===== src/rtl/decode_stage_if.sv =====
// rtl/decode_stage_if.sv - fetch/execute handshake and control bundle bus for decode_stage
interface decode_stage_if #(
    parameter int XLEN = 32,
    parameter int PC_W = 32
);
    logic            in_valid;
    logic            in_ready;
    logic [31:0]     in_inst;
    logic [PC_W-1:0] in_pc;
    logic            flush;
    logic            out_valid;
    logic            out_ready;
    logic [PC_W-1:0] out_pc;
    logic [4:0]      out_rs1;
    logic [4:0]      out_rs2;
    logic [4:0]      out_rd;
    logic [XLEN-1:0] out_imm;
    logic [3:0]      out_alu_mode;
    logic [3:0]      out_mem_mode;
    logic            out_a_sel;
    logic            out_b_sel;
    logic [1:0]      out_wb_sel;
    logic            out_reg_we;
    logic            out_branch;
    logic            out_jump;
    logic            out_illegal;
    logic            br_eq;
    logic            br_lt;
    logic            br_ltu;
    logic            br_taken;

    modport master (
        output in_valid, in_inst, in_pc, flush, out_ready, br_eq, br_lt, br_ltu,
        input  in_ready, out_valid, out_pc, out_rs1, out_rs2, out_rd, out_imm,
               out_alu_mode, out_mem_mode, out_a_sel, out_b_sel, out_wb_sel,
               out_reg_we, out_branch, out_jump, out_illegal, br_taken
    );

    modport slave (
        input  in_valid, in_inst, in_pc, flush, out_ready, br_eq, br_lt, br_ltu,
        output in_ready, out_valid, out_pc, out_rs1, out_rs2, out_rd, out_imm,
               out_alu_mode, out_mem_mode, out_a_sel, out_b_sel, out_wb_sel,
               out_reg_we, out_branch, out_jump, out_illegal, br_taken
    );
endinterface


===== src/rtl/decode_stage.sv =====
// rtl/decode_stage.sv - registered RV32I decode stage with load-use bubble, flush and branch resolve
// Optional DECODE_PERF_CNT_EN adds perf_issued/perf_stall counters.
module decode_stage #(
    parameter int XLEN = 32,
    parameter int PC_W = 32
) (
    input  logic          clk,
    input  logic          rst,
    decode_stage_if.slave bus
`ifdef DECODE_PERF_CNT_EN
    ,
    output logic [31:0]   perf_issued,
    output logic [31:0]   perf_stall
`endif
);
    localparam logic [6:0] OP_LUI    = 7'b0110111;
    localparam logic [6:0] OP_AUIPC  = 7'b0010111;
    localparam logic [6:0] OP_JAL    = 7'b1101111;
    localparam logic [6:0] OP_JALR   = 7'b1100111;
    localparam logic [6:0] OP_BRANCH = 7'b1100011;
    localparam logic [6:0] OP_LOAD   = 7'b0000011;
    localparam logic [6:0] OP_STORE  = 7'b0100011;
    localparam logic [6:0] OP_IMM    = 7'b0010011;
    localparam logic [6:0] OP_REG    = 7'b0110011;
    localparam logic [6:0] OP_FENCE  = 7'b0001111;
    localparam logic [6:0] OP_SYSTEM = 7'b1110011;

    logic [31:0] inst;
    logic [2:0]  f3;
    assign inst = bus.in_inst;
    assign f3   = inst[14:12];

    logic [XLEN-1:0] imm_i, imm_s, imm_b, imm_u, imm_j;
    assign imm_i = XLEN'($signed(inst[31:20]));
    assign imm_s = XLEN'($signed({inst[31:25], inst[11:7]}));
    assign imm_b = XLEN'($signed({inst[31], inst[7], inst[30:25], inst[11:8], 1'b0}));
    assign imm_u = XLEN'($signed({inst[31:12], 12'h000}));
    assign imm_j = XLEN'($signed({inst[31], inst[19:12], inst[20], inst[30:21], 1'b0}));

    logic [4:0]      d_rs1, d_rs2, d_rd;
    logic [XLEN-1:0] d_imm;
    logic [3:0]      d_alu, d_mem;
    logic            d_a_sel, d_b_sel, d_we, d_branch, d_jump, d_illegal;
    logic [1:0]      d_wb;

    // Illegal encodings fall through with every field at its inert default.
    always_comb begin
        d_rs1 = '0; d_rs2 = '0; d_rd = '0; d_imm = '0;
        d_alu = 4'b0000; d_mem = 4'b1111; d_a_sel = 1'b0; d_b_sel = 1'b0;
        d_wb = 2'b00; d_we = 1'b0; d_branch = 1'b0; d_jump = 1'b0; d_illegal = 1'b0;
        case (inst[6:0])
            OP_LUI: begin
                d_rd = inst[11:7]; d_imm = imm_u; d_b_sel = 1'b1; d_we = 1'b1;
            end
            OP_AUIPC: begin
                d_rd = inst[11:7]; d_imm = imm_u; d_a_sel = 1'b1; d_b_sel = 1'b1; d_we = 1'b1;
            end
            OP_JAL: begin
                d_rd = inst[11:7]; d_imm = imm_j; d_a_sel = 1'b1; d_b_sel = 1'b1;
                d_wb = 2'b10; d_we = 1'b1; d_jump = 1'b1;
            end
            OP_JALR: begin
                if (f3 == 3'b000) begin
                    d_rd = inst[11:7]; d_rs1 = inst[19:15]; d_imm = imm_i; d_b_sel = 1'b1;
                    d_wb = 2'b10; d_we = 1'b1; d_jump = 1'b1;
                end else begin
                    d_illegal = 1'b1;
                end
            end
            OP_BRANCH: begin
                if (f3 == 3'b010 || f3 == 3'b011) begin
                    d_illegal = 1'b1;
                end else begin
                    d_rs1 = inst[19:15]; d_rs2 = inst[24:20]; d_imm = imm_b;
                    d_alu = {f3, inst[30]}; d_branch = 1'b1;
                end
            end
            OP_LOAD: begin
                if (f3 == 3'b011 || f3 == 3'b110 || f3 == 3'b111) begin
                    d_illegal = 1'b1;
                end else begin
                    d_rd = inst[11:7]; d_rs1 = inst[19:15]; d_imm = imm_i; d_b_sel = 1'b1;
                    d_wb = 2'b01; d_mem = {f3, 1'b0}; d_we = 1'b1;
                end
            end
            OP_STORE: begin
                if (f3[2] || f3 == 3'b011) begin
                    d_illegal = 1'b1;
                end else begin
                    d_rs1 = inst[19:15]; d_rs2 = inst[24:20]; d_imm = imm_s;
                    d_b_sel = 1'b1; d_mem = {f3, 1'b1};
                end
            end
            OP_IMM: begin
                d_rd = inst[11:7]; d_rs1 = inst[19:15]; d_imm = imm_i; d_b_sel = 1'b1;
                d_alu = {f3, inst[30]}; d_we = 1'b1;
            end
            OP_REG: begin
                d_rd = inst[11:7]; d_rs1 = inst[19:15]; d_rs2 = inst[24:20];
                d_alu = {f3, inst[30]}; d_we = 1'b1;
            end
            OP_FENCE, OP_SYSTEM: begin
            end
            default: d_illegal = 1'b1;
        endcase
        if (d_rd == 5'd0) d_we = 1'b0;
    end

    logic       ld_pend;
    logic [4:0] ld_rd;
    logic       held_load, hazard, fire_in, fire_out, cond;

    function automatic logic uses_reg(input logic [4:0] r, input logic [4:0] a, input logic [4:0] b);
        return (r != 5'd0) && (a == r || b == r);
    endfunction

    // Unused source fields decode to x0, so they can never match a nonzero load rd.
    assign held_load = bus.out_valid && (bus.out_wb_sel == 2'b01);
    assign hazard    = bus.in_valid &&
                       ((held_load && uses_reg(bus.out_rd, d_rs1, d_rs2)) ||
                        (ld_pend && uses_reg(ld_rd, d_rs1, d_rs2)));
    assign bus.in_ready = !rst && !bus.flush && !hazard && (!bus.out_valid || bus.out_ready);
    assign fire_in   = bus.in_valid && bus.in_ready;
    assign fire_out  = bus.out_valid && bus.out_ready;

    always_comb begin
        cond = 1'b0;
        case (bus.out_alu_mode[3:1])
            3'b000:  cond = bus.br_eq;
            3'b001:  cond = !bus.br_eq;
            3'b100:  cond = bus.br_lt;
            3'b101:  cond = !bus.br_lt;
            3'b110:  cond = bus.br_ltu;
            3'b111:  cond = !bus.br_ltu;
            default: cond = 1'b0;
        endcase
    end
    assign bus.br_taken = bus.out_valid && ((bus.out_branch && cond) || bus.out_jump);

    always_ff @(posedge clk) begin
        if (rst) begin
            bus.out_valid    <= 1'b0;
            bus.out_pc       <= '0;
            bus.out_rs1      <= '0;
            bus.out_rs2      <= '0;
            bus.out_rd       <= '0;
            bus.out_imm      <= '0;
            bus.out_alu_mode <= 4'b0000;
            bus.out_mem_mode <= 4'b1111;
            bus.out_a_sel    <= 1'b0;
            bus.out_b_sel    <= 1'b0;
            bus.out_wb_sel   <= 2'b00;
            bus.out_reg_we   <= 1'b0;
            bus.out_branch   <= 1'b0;
            bus.out_jump     <= 1'b0;
            bus.out_illegal  <= 1'b0;
            ld_pend          <= 1'b0;
            ld_rd            <= '0;
        end else begin
            ld_pend <= !bus.flush && fire_out && held_load;
            ld_rd   <= bus.out_rd;
            if (bus.flush) begin
                bus.out_valid <= 1'b0;
            end else if (fire_in) begin
                bus.out_valid    <= 1'b1;
                bus.out_pc       <= bus.in_pc;
                bus.out_rs1      <= d_rs1;
                bus.out_rs2      <= d_rs2;
                bus.out_rd       <= d_rd;
                bus.out_imm      <= d_imm;
                bus.out_alu_mode <= d_alu;
                bus.out_mem_mode <= d_mem;
                bus.out_a_sel    <= d_a_sel;
                bus.out_b_sel    <= d_b_sel;
                bus.out_wb_sel   <= d_wb;
                bus.out_reg_we   <= d_we;
                bus.out_branch   <= d_branch;
                bus.out_jump     <= d_jump;
                bus.out_illegal  <= d_illegal;
            end else if (fire_out) begin
                bus.out_valid <= 1'b0;
            end
        end
    end

`ifdef DECODE_PERF_CNT_EN
    always_ff @(posedge clk) begin
        if (rst) begin
            perf_issued <= '0;
            perf_stall  <= '0;
        end else begin
            if (fire_out) perf_issued <= perf_issued + 32'd1;
            if (bus.in_valid && !bus.in_ready && !bus.flush) perf_stall <= perf_stall + 32'd1;
        end
    end
`endif
endmodule


===== src/flat_wrapper.sv =====
// flat-port wrapper written by rule: the top's interface ports become plain ports
module decode_stage_flat 
#(
    parameter int XLEN = 32,
    parameter int PC_W = 32
)
  (clk, rst, bus_in_valid, bus_in_inst, bus_in_pc, bus_flush, bus_out_ready, bus_br_eq, bus_br_lt, bus_br_ltu, bus_in_ready, bus_out_valid, bus_out_pc, bus_out_rs1, bus_out_rs2, bus_out_rd, bus_out_imm, bus_out_alu_mode, bus_out_mem_mode, bus_out_a_sel, bus_out_b_sel, bus_out_wb_sel, bus_out_reg_we, bus_out_branch, bus_out_jump, bus_out_illegal, bus_br_taken);
  decode_stage_if #(.XLEN(XLEN), .PC_W(PC_W)) bus_i ();
  input  logic clk;
  input  logic rst;
  input wire logic [$bits(bus_i.in_valid)-1:0] bus_in_valid;
  input wire logic [$bits(bus_i.in_inst)-1:0] bus_in_inst;
  input wire logic [$bits(bus_i.in_pc)-1:0] bus_in_pc;
  input wire logic [$bits(bus_i.flush)-1:0] bus_flush;
  input wire logic [$bits(bus_i.out_ready)-1:0] bus_out_ready;
  input wire logic [$bits(bus_i.br_eq)-1:0] bus_br_eq;
  input wire logic [$bits(bus_i.br_lt)-1:0] bus_br_lt;
  input wire logic [$bits(bus_i.br_ltu)-1:0] bus_br_ltu;
  output wire logic [$bits(bus_i.in_ready)-1:0] bus_in_ready;
  output wire logic [$bits(bus_i.out_valid)-1:0] bus_out_valid;
  output wire logic [$bits(bus_i.out_pc)-1:0] bus_out_pc;
  output wire logic [$bits(bus_i.out_rs1)-1:0] bus_out_rs1;
  output wire logic [$bits(bus_i.out_rs2)-1:0] bus_out_rs2;
  output wire logic [$bits(bus_i.out_rd)-1:0] bus_out_rd;
  output wire logic [$bits(bus_i.out_imm)-1:0] bus_out_imm;
  output wire logic [$bits(bus_i.out_alu_mode)-1:0] bus_out_alu_mode;
  output wire logic [$bits(bus_i.out_mem_mode)-1:0] bus_out_mem_mode;
  output wire logic [$bits(bus_i.out_a_sel)-1:0] bus_out_a_sel;
  output wire logic [$bits(bus_i.out_b_sel)-1:0] bus_out_b_sel;
  output wire logic [$bits(bus_i.out_wb_sel)-1:0] bus_out_wb_sel;
  output wire logic [$bits(bus_i.out_reg_we)-1:0] bus_out_reg_we;
  output wire logic [$bits(bus_i.out_branch)-1:0] bus_out_branch;
  output wire logic [$bits(bus_i.out_jump)-1:0] bus_out_jump;
  output wire logic [$bits(bus_i.out_illegal)-1:0] bus_out_illegal;
  output wire logic [$bits(bus_i.br_taken)-1:0] bus_br_taken;
  assign bus_i.in_valid = bus_in_valid;
  assign bus_i.in_inst = bus_in_inst;
  assign bus_i.in_pc = bus_in_pc;
  assign bus_i.flush = bus_flush;
  assign bus_i.out_ready = bus_out_ready;
  assign bus_i.br_eq = bus_br_eq;
  assign bus_i.br_lt = bus_br_lt;
  assign bus_i.br_ltu = bus_br_ltu;
  assign bus_in_ready = bus_i.in_ready;
  assign bus_out_valid = bus_i.out_valid;
  assign bus_out_pc = bus_i.out_pc;
  assign bus_out_rs1 = bus_i.out_rs1;
  assign bus_out_rs2 = bus_i.out_rs2;
  assign bus_out_rd = bus_i.out_rd;
  assign bus_out_imm = bus_i.out_imm;
  assign bus_out_alu_mode = bus_i.out_alu_mode;
  assign bus_out_mem_mode = bus_i.out_mem_mode;
  assign bus_out_a_sel = bus_i.out_a_sel;
  assign bus_out_b_sel = bus_i.out_b_sel;
  assign bus_out_wb_sel = bus_i.out_wb_sel;
  assign bus_out_reg_we = bus_i.out_reg_we;
  assign bus_out_branch = bus_i.out_branch;
  assign bus_out_jump = bus_i.out_jump;
  assign bus_out_illegal = bus_i.out_illegal;
  assign bus_br_taken = bus_i.br_taken;
  decode_stage #(.XLEN(XLEN), .PC_W(PC_W)) u_core (.clk(clk), .rst(rst), .bus(bus_i));
endmodule

===== config.mk =====
export PLATFORM = sky130hd
export DESIGN_NAME = decode_stage_flat
export DESIGN_NICKNAME = d
export VERILOG_FILES = /design/src/rtl/decode_stage_if.sv /design/src/rtl/decode_stage.sv /design/src/flat_wrapper.sv
export SDC_FILE = /design/constraint.sdc
export NUM_CORES = 1
export LEC_CHECK = 0
export CAP_MARGIN = 20
export CORE_MARGIN = 1.5
export CORE_UTILIZATION = 45
export CTS_CLUSTER_DIAMETER = 200
export DETAILED_ROUTE_END_ITERATION = 12
export PLACE_DENSITY = 0.79
export SYNTH_ARGS = -nofsm -noshare
export SYNTH_HDL_FRONTEND = slang
export SYNTH_SLANG_ARGS = --single-unit

===== constraint.sdc =====
create_clock -name clk -period 7.6 [get_ports clk]
set_input_delay 1.52 -clock clk [delete_from_list [all_inputs] [get_ports clk]]
set_output_delay 1.52 -clock clk [all_outputs]
set_load 0.05 [all_outputs]

======== Yosys cells after proc, flatten, opt, wreduce, memory -nomap -nowiden ========
Cells that the tools add are included.
W data, S select, Z words.
operators by class
  eq/ne operators ......................... 25
  muxes and demuxes ....................... 42
  bitwise operators ....................... 1
  reductions and logical operators ........ 45
operators by type and width
  cell                  number
  $pmux W32 S7          1
  $mux W32              4
  $mux W5               8
  $pmux W5 S3           2
  $eq A7 B7 Y1 const B  4
  $pmux W5 S5           1
  $eq A7 B6 Y1 const B  3
  $eq A5 B5 Y1          4
  $eq A3 B3 Y1 const B  6
  $pmux W4 S2           2
  $logic_and A1 B1 Y1   15
  $eq A7 B5 Y1 const B  2
  $mux W1               14
  $mux W4               3
  $reduce_bool A5 Y1    2
  $logic_or A1 B1 Y1    9
  $reduce_or A2 Y1      4
  $eq A7 B2 Y1 const B  1
  $eq A7 B4 Y1 const B  1
  $logic_not A1 Y1      7
  $reduce_or A7 Y1      1
  $eq A3 B2 Y1 const B  2
  $logic_not A3 Y1      2
  $pmux W1 S6           1
  other kinds (14)      14
storage, ports and cells
  register bits after elaboration ......... 102
  bits of input ports ..................... 72

======== Logic depth before layout (Yosys ltp) ========
  depth after elaboration ................. 16
  mapped depth ............................ 12
  depth with buffers taken out ............ 7

======== Least setup slack after synthesis ========
OpenSTA, ideal clock, no wires.
  path type ............................... input to output
  start point ............................. input bus_in_inst[6]
  end point ............................... output bus_in_ready
  arrival time ............................ 4.039 ns
  required time ........................... 6.080 ns
  path slack .............................. 2.041 ns
  cell stages on the path ................. 10
  cells stage by stage .................... buf_6 -> and3b_1 -> buf_2 -> and3_1 -> clkbuf_1 -> or3_1 -> a22oi_2 -> o311ai_4 -> clkbuf_1 -> a21oi_1
between the ends
  word-level cells in the longest chain between the ends .. 12
  elaborated cells between the ends (all ways) .. 24
RTL lines
  element                                              RTL line                                  RTL
  start: declaration                                   flat_wrapper.sv:12                        input wire logic [$bits(bus_i.in_inst)-1:0] bus_in_inst;
  $eq A7 B5 Y1 / $eq A7 B6 Y1 (equally long branches)  decode_stage.sv:51                        case (inst[6:0])
  $reduce_or A2 Y1 (no line)                           --
  $pmux W5 S5                                          decode_stage.sv:51
  $eq A5 B5 Y1                                         decode_stage.sv:114                       return (r != 5'd0) && (a == r || b == r);
  $logic_or A1 B1 Y1                                   decode_stage.sv:114
  $logic_and A1 B1 Y1                                  decode_stage.sv:114
  $logic_and A1 B1 Y1, on equally long branches        decode_stage.sv:120, decode_stage.sv:121
  $logic_or A1 B1 Y1 *                                 decode_stage.sv:120                       ((held_load && uses_reg(bus.out_rd, d_rs1, d_rs2)) ||
  $logic_and A1 B1 Y1 *                                decode_stage.sv:119                       assign hazard = bus.in_valid &&
  $logic_not A1 Y1 *                                   decode_stage.sv:122                       assign bus.in_ready = !rst && !bus.flush && !hazard && (!bus.out_valid || bus.out_ready);
  $logic_and A1 B1 Y1 * (2 in a row)                   decode_stage.sv:122
  end: declaration                                     flat_wrapper.sv:19                        output wire logic [$bits(bus_i.in_ready)-1:0] bus_in_ready;
Every way passes the cells marked *; elsewhere a longest branch is shown, timed or not.

======== Final worst setup path ========
  start point ............................. input bus_in_inst[3]
  end point ............................... output bus_in_ready
The elaborated chain is that of the path after synthesis.

==> results.cfg <==
[power_and_ir_drop]
power_density_nw_per_um2 = 173.5
total_leakage_power_nw = 2.300
p_sw_share_pct = 28.69
ir_drop_uv = 98.79
power.switching_mw = 0.3528
p_seq_share_pct = 45.7
p_int_mw = 0.8768
combPwrFrac_pct = 18.6
clkPwrFrac_pct = 35.7

[sta]
finalCriticalPeriod_ns = 6.805
whs_ns = 0.4761
drv_slew = 0
clock_skew_ns = 0.006307
tns_ns = 0
setup_viol = 0
period_share_pct = 89.55
max_slew_margin_pct = 44.17
hold_viol = 0
rsz0062_at_grt = false
fmax_mhz = 146.9
tightest_slew_ns = 0.8375
finalWorstSetupSlack_ns = 0.7945

[global_route]
grt_pass1_wl_um = 24250
grt_pass1_vias = 4684
antenna_found_initial = 0
grt_max_degree = 72
grt_remaining_overflow = 0
grt_usage_pct = 26.27

[placed_design]
portBuffers = 169
dpl_worst_slack_ns = 0.8528
dp_hpwl_um = 11450
place_congestion = 0.9147

[synthesis]
syn_inst = 592
ys_seq_area_share_pct = 40.22
ys_types = 58
async_flop_share_pct = 0
ys_seq_elements = 102
postSynthAreaPerCell_um2 = 8.577
syn_nets = 664
synth_edf_count = 0
yosysWarnings = 0
syn-cell-area_um2 = 5077
synthFlopType = dfxtp_1

[clock_tree]
cts_sinks = 102
cts.clk_slew.worst_paths_ns = 0.07
cts_resized = 0
numCtsBuffers = 9
cts-htree-levels = 3
cts_hold_buf = 0
clock_tree.root_cell = clkbuf_16
clockBufferDepth = 2
worstSkewPairLatency_ns = 0.34
tritoncts = yes
post_cts_buffers = 0

[drt]
dr_total_vias = 5043
via_per_inst = 5.783
antenna_left = 0
first_pass_iters = 5
drc = 0
avgRoutedWirePerCell_um = 18.50
dr.first_iter.drc_count = 418
routed_wl_um = 16130

[worst_setup_path]
crit_required_ns = 6.08
crit_path_top_delay_cell = clkdlybuf4s50_1
crit_chain = clkdlybuf4s50_1, nand4bb_1, a2111oi_4, nor3_1, a211o_1, o311ai_4, a21oi_1, clkdlybuf4s50_1
cp_top_family = compound AO/OA/AOI/OAI gates
crit_path_end_kind = output pin
arrival_ns = 5.29
cpMostUsedCell = clkdlybuf4s50_1
path_buf_inv = 2
start_kind = input port
slowest_delay_ns = 0.74
crit_type = in -> out
crit_fanout = 17

[floorplanning]
fp-row-count = 38
die_h_um = 109.2
fp.dieW_um = 109.2
start_util_pct = 46.43
coreArea_um2 = 10940
dieArea_um2 = 11930
io_pins = 170

[cells_and_area]
nets = 799
areaGrowthSynthToFinish_pct = 39.55
fillers = 953
drive_gt1_share_pct = 7.923
antenna_cells = 0

[flow_run]
drv_cap = 0

[hold_path]
hold_class = reg -> reg

[outcome]
status = complete, no violations
[power by group through the flow]
stage | sequential (mW) | combinational (mW) | clock (mW)
2_1_floorplan | 0.635 | 0.0711 | 0
3_3_place_gp | 0.573 | 0.225 | 0
3_5_place_dp | 0.574 | 0.227 | 0
4_1_cts | 0.562 | 0.228 | 0.443
5_1_grt | 0.564 | 0.241 | 0.469
6_report | 0.562 | 0.229 | 0.439
[tightest hold or removal path: cells and delay by family, from the launching register on]
kind,cells,cell delay [ns]
flops,1,0.31
simple gates,1,0.06
compound gates,1,0.06
[per-stage QoR]
| stage | cell area, um^2 | utilization [%] | cells | total power [mW] |
|---|---|---|---|---|
| after floorplan | 5077 | - | 592 | 0.7059 |
| after detailed placement | 6755 | 61.77 | 854 | 0.8012 |
| after global routing | 7086 | 64.79 | 872 | 1.274 |
| final | 7086 | 64.79 | 872 | 1.230 |
| after CTS | 7038 | 64.36 | 870 | 1.233 |
| after global placement | 6755 | 61.77 | 854 | 0.7984 |
[cell families after synthesis]
logic type,share of synthesized area (%)
and+or+nand+nor,23.29
xor gates and xnor gates,2.588
DFF,40.22
AOI/OAI and AO/OA,27.11
buffers and inverters,5.618
muxes,1.183
[metal layers]
metal | wire, um | global-route usage, % | share of wire [%]
met1 | 7010 | 33.79 | 43
met2 | 7409 | 42.99 | 46
met3 | 1480 | 7.352 | 9.2
met4 | 233 | 7.421 | 1.4
met5 | 0 | 0 | 0
[Yosys cell counts, drive strengths merged, types with 13 or more instances]
cell	count	area [um^2]
a21oi	59	295.3
clkbuf	34	127.6
xnor2	14	122.6
nand2	20	75.07
nor2	27	103.9
buf	17	108.9
o21ai	63	315.3
inv	13	48.80
dfxtp	102	2042
nand4	14	87.58
a211oi	29	352.8
nand3	45	225.2
nand2b	56	350.3
[state kept, by name, indices dropped and copies added, names as in the netlist, 2 cells and up]
name and count:
u_core.bus.out_rs1 5, u_core.bus.out_imm 32, u_core.bus.out_alu_mode 4, u_core.bus.out_rs2 5, u_core.bus.out_wb_sel 2, u_core.bus.out_rd 5, u_core.ld_rd 5, u_core.bus.out_pc 32
u_core.bus.out_mem_mode 4
[final cells by class]
cell class                      instances  area [um^2]  area share [%]
Multi-Input combinational cell        426         2758           38.92
Sequential cell                       102         2042           28.82
Timing Repair Buffer                  175         1779           25.11
Clock buffer                           10        239.0           3.373
Tap cell                              140        175.2           2.472
Inverter                               13        48.80          0.6887
Clock inverter                          6        43.79          0.6180
[placed cells by master, fill, tap and decap left out, drive strengths merged, types with 3 or more instances in the layout]
cell type	instances
clkdlybuf4s50	168
dfxtp	102
o21ai	63
a21oi	59
nand2b	56
nand3	45
a211oi	29
nor2	27
nand2	20
inv	15
xnor2	14
nand4	14
clkbuf	10
nor3	7
nor2b	7
nor3b	7
buf	7
mux2i	6
o31ai	6
or3	5
a311oi	5
a22oi	5
nand3b	4
or4	4
o2111ai	4
nor4	3
and3	3
a2111oi	3
clkinv	3
[path summary, 6_finish.rpt]
kind,depth (start not counted),endpoint,slack [ns],start
setup / recovery,8,bus_in_ready,0.79,bus_in_inst[3]
hold / removal,2,u_core.bus.out_rs2[4],0.48,u_core.bus.out_rs2[4]
setup reg to reg,9,u_core.bus.out_imm[30],4.20,u_core.ld_rd[1]
hold reg to reg,2,u_core.bus.out_rs2[4],0.48,u_core.bus.out_rs2[4]
Power figures use the tool's default switching activity.
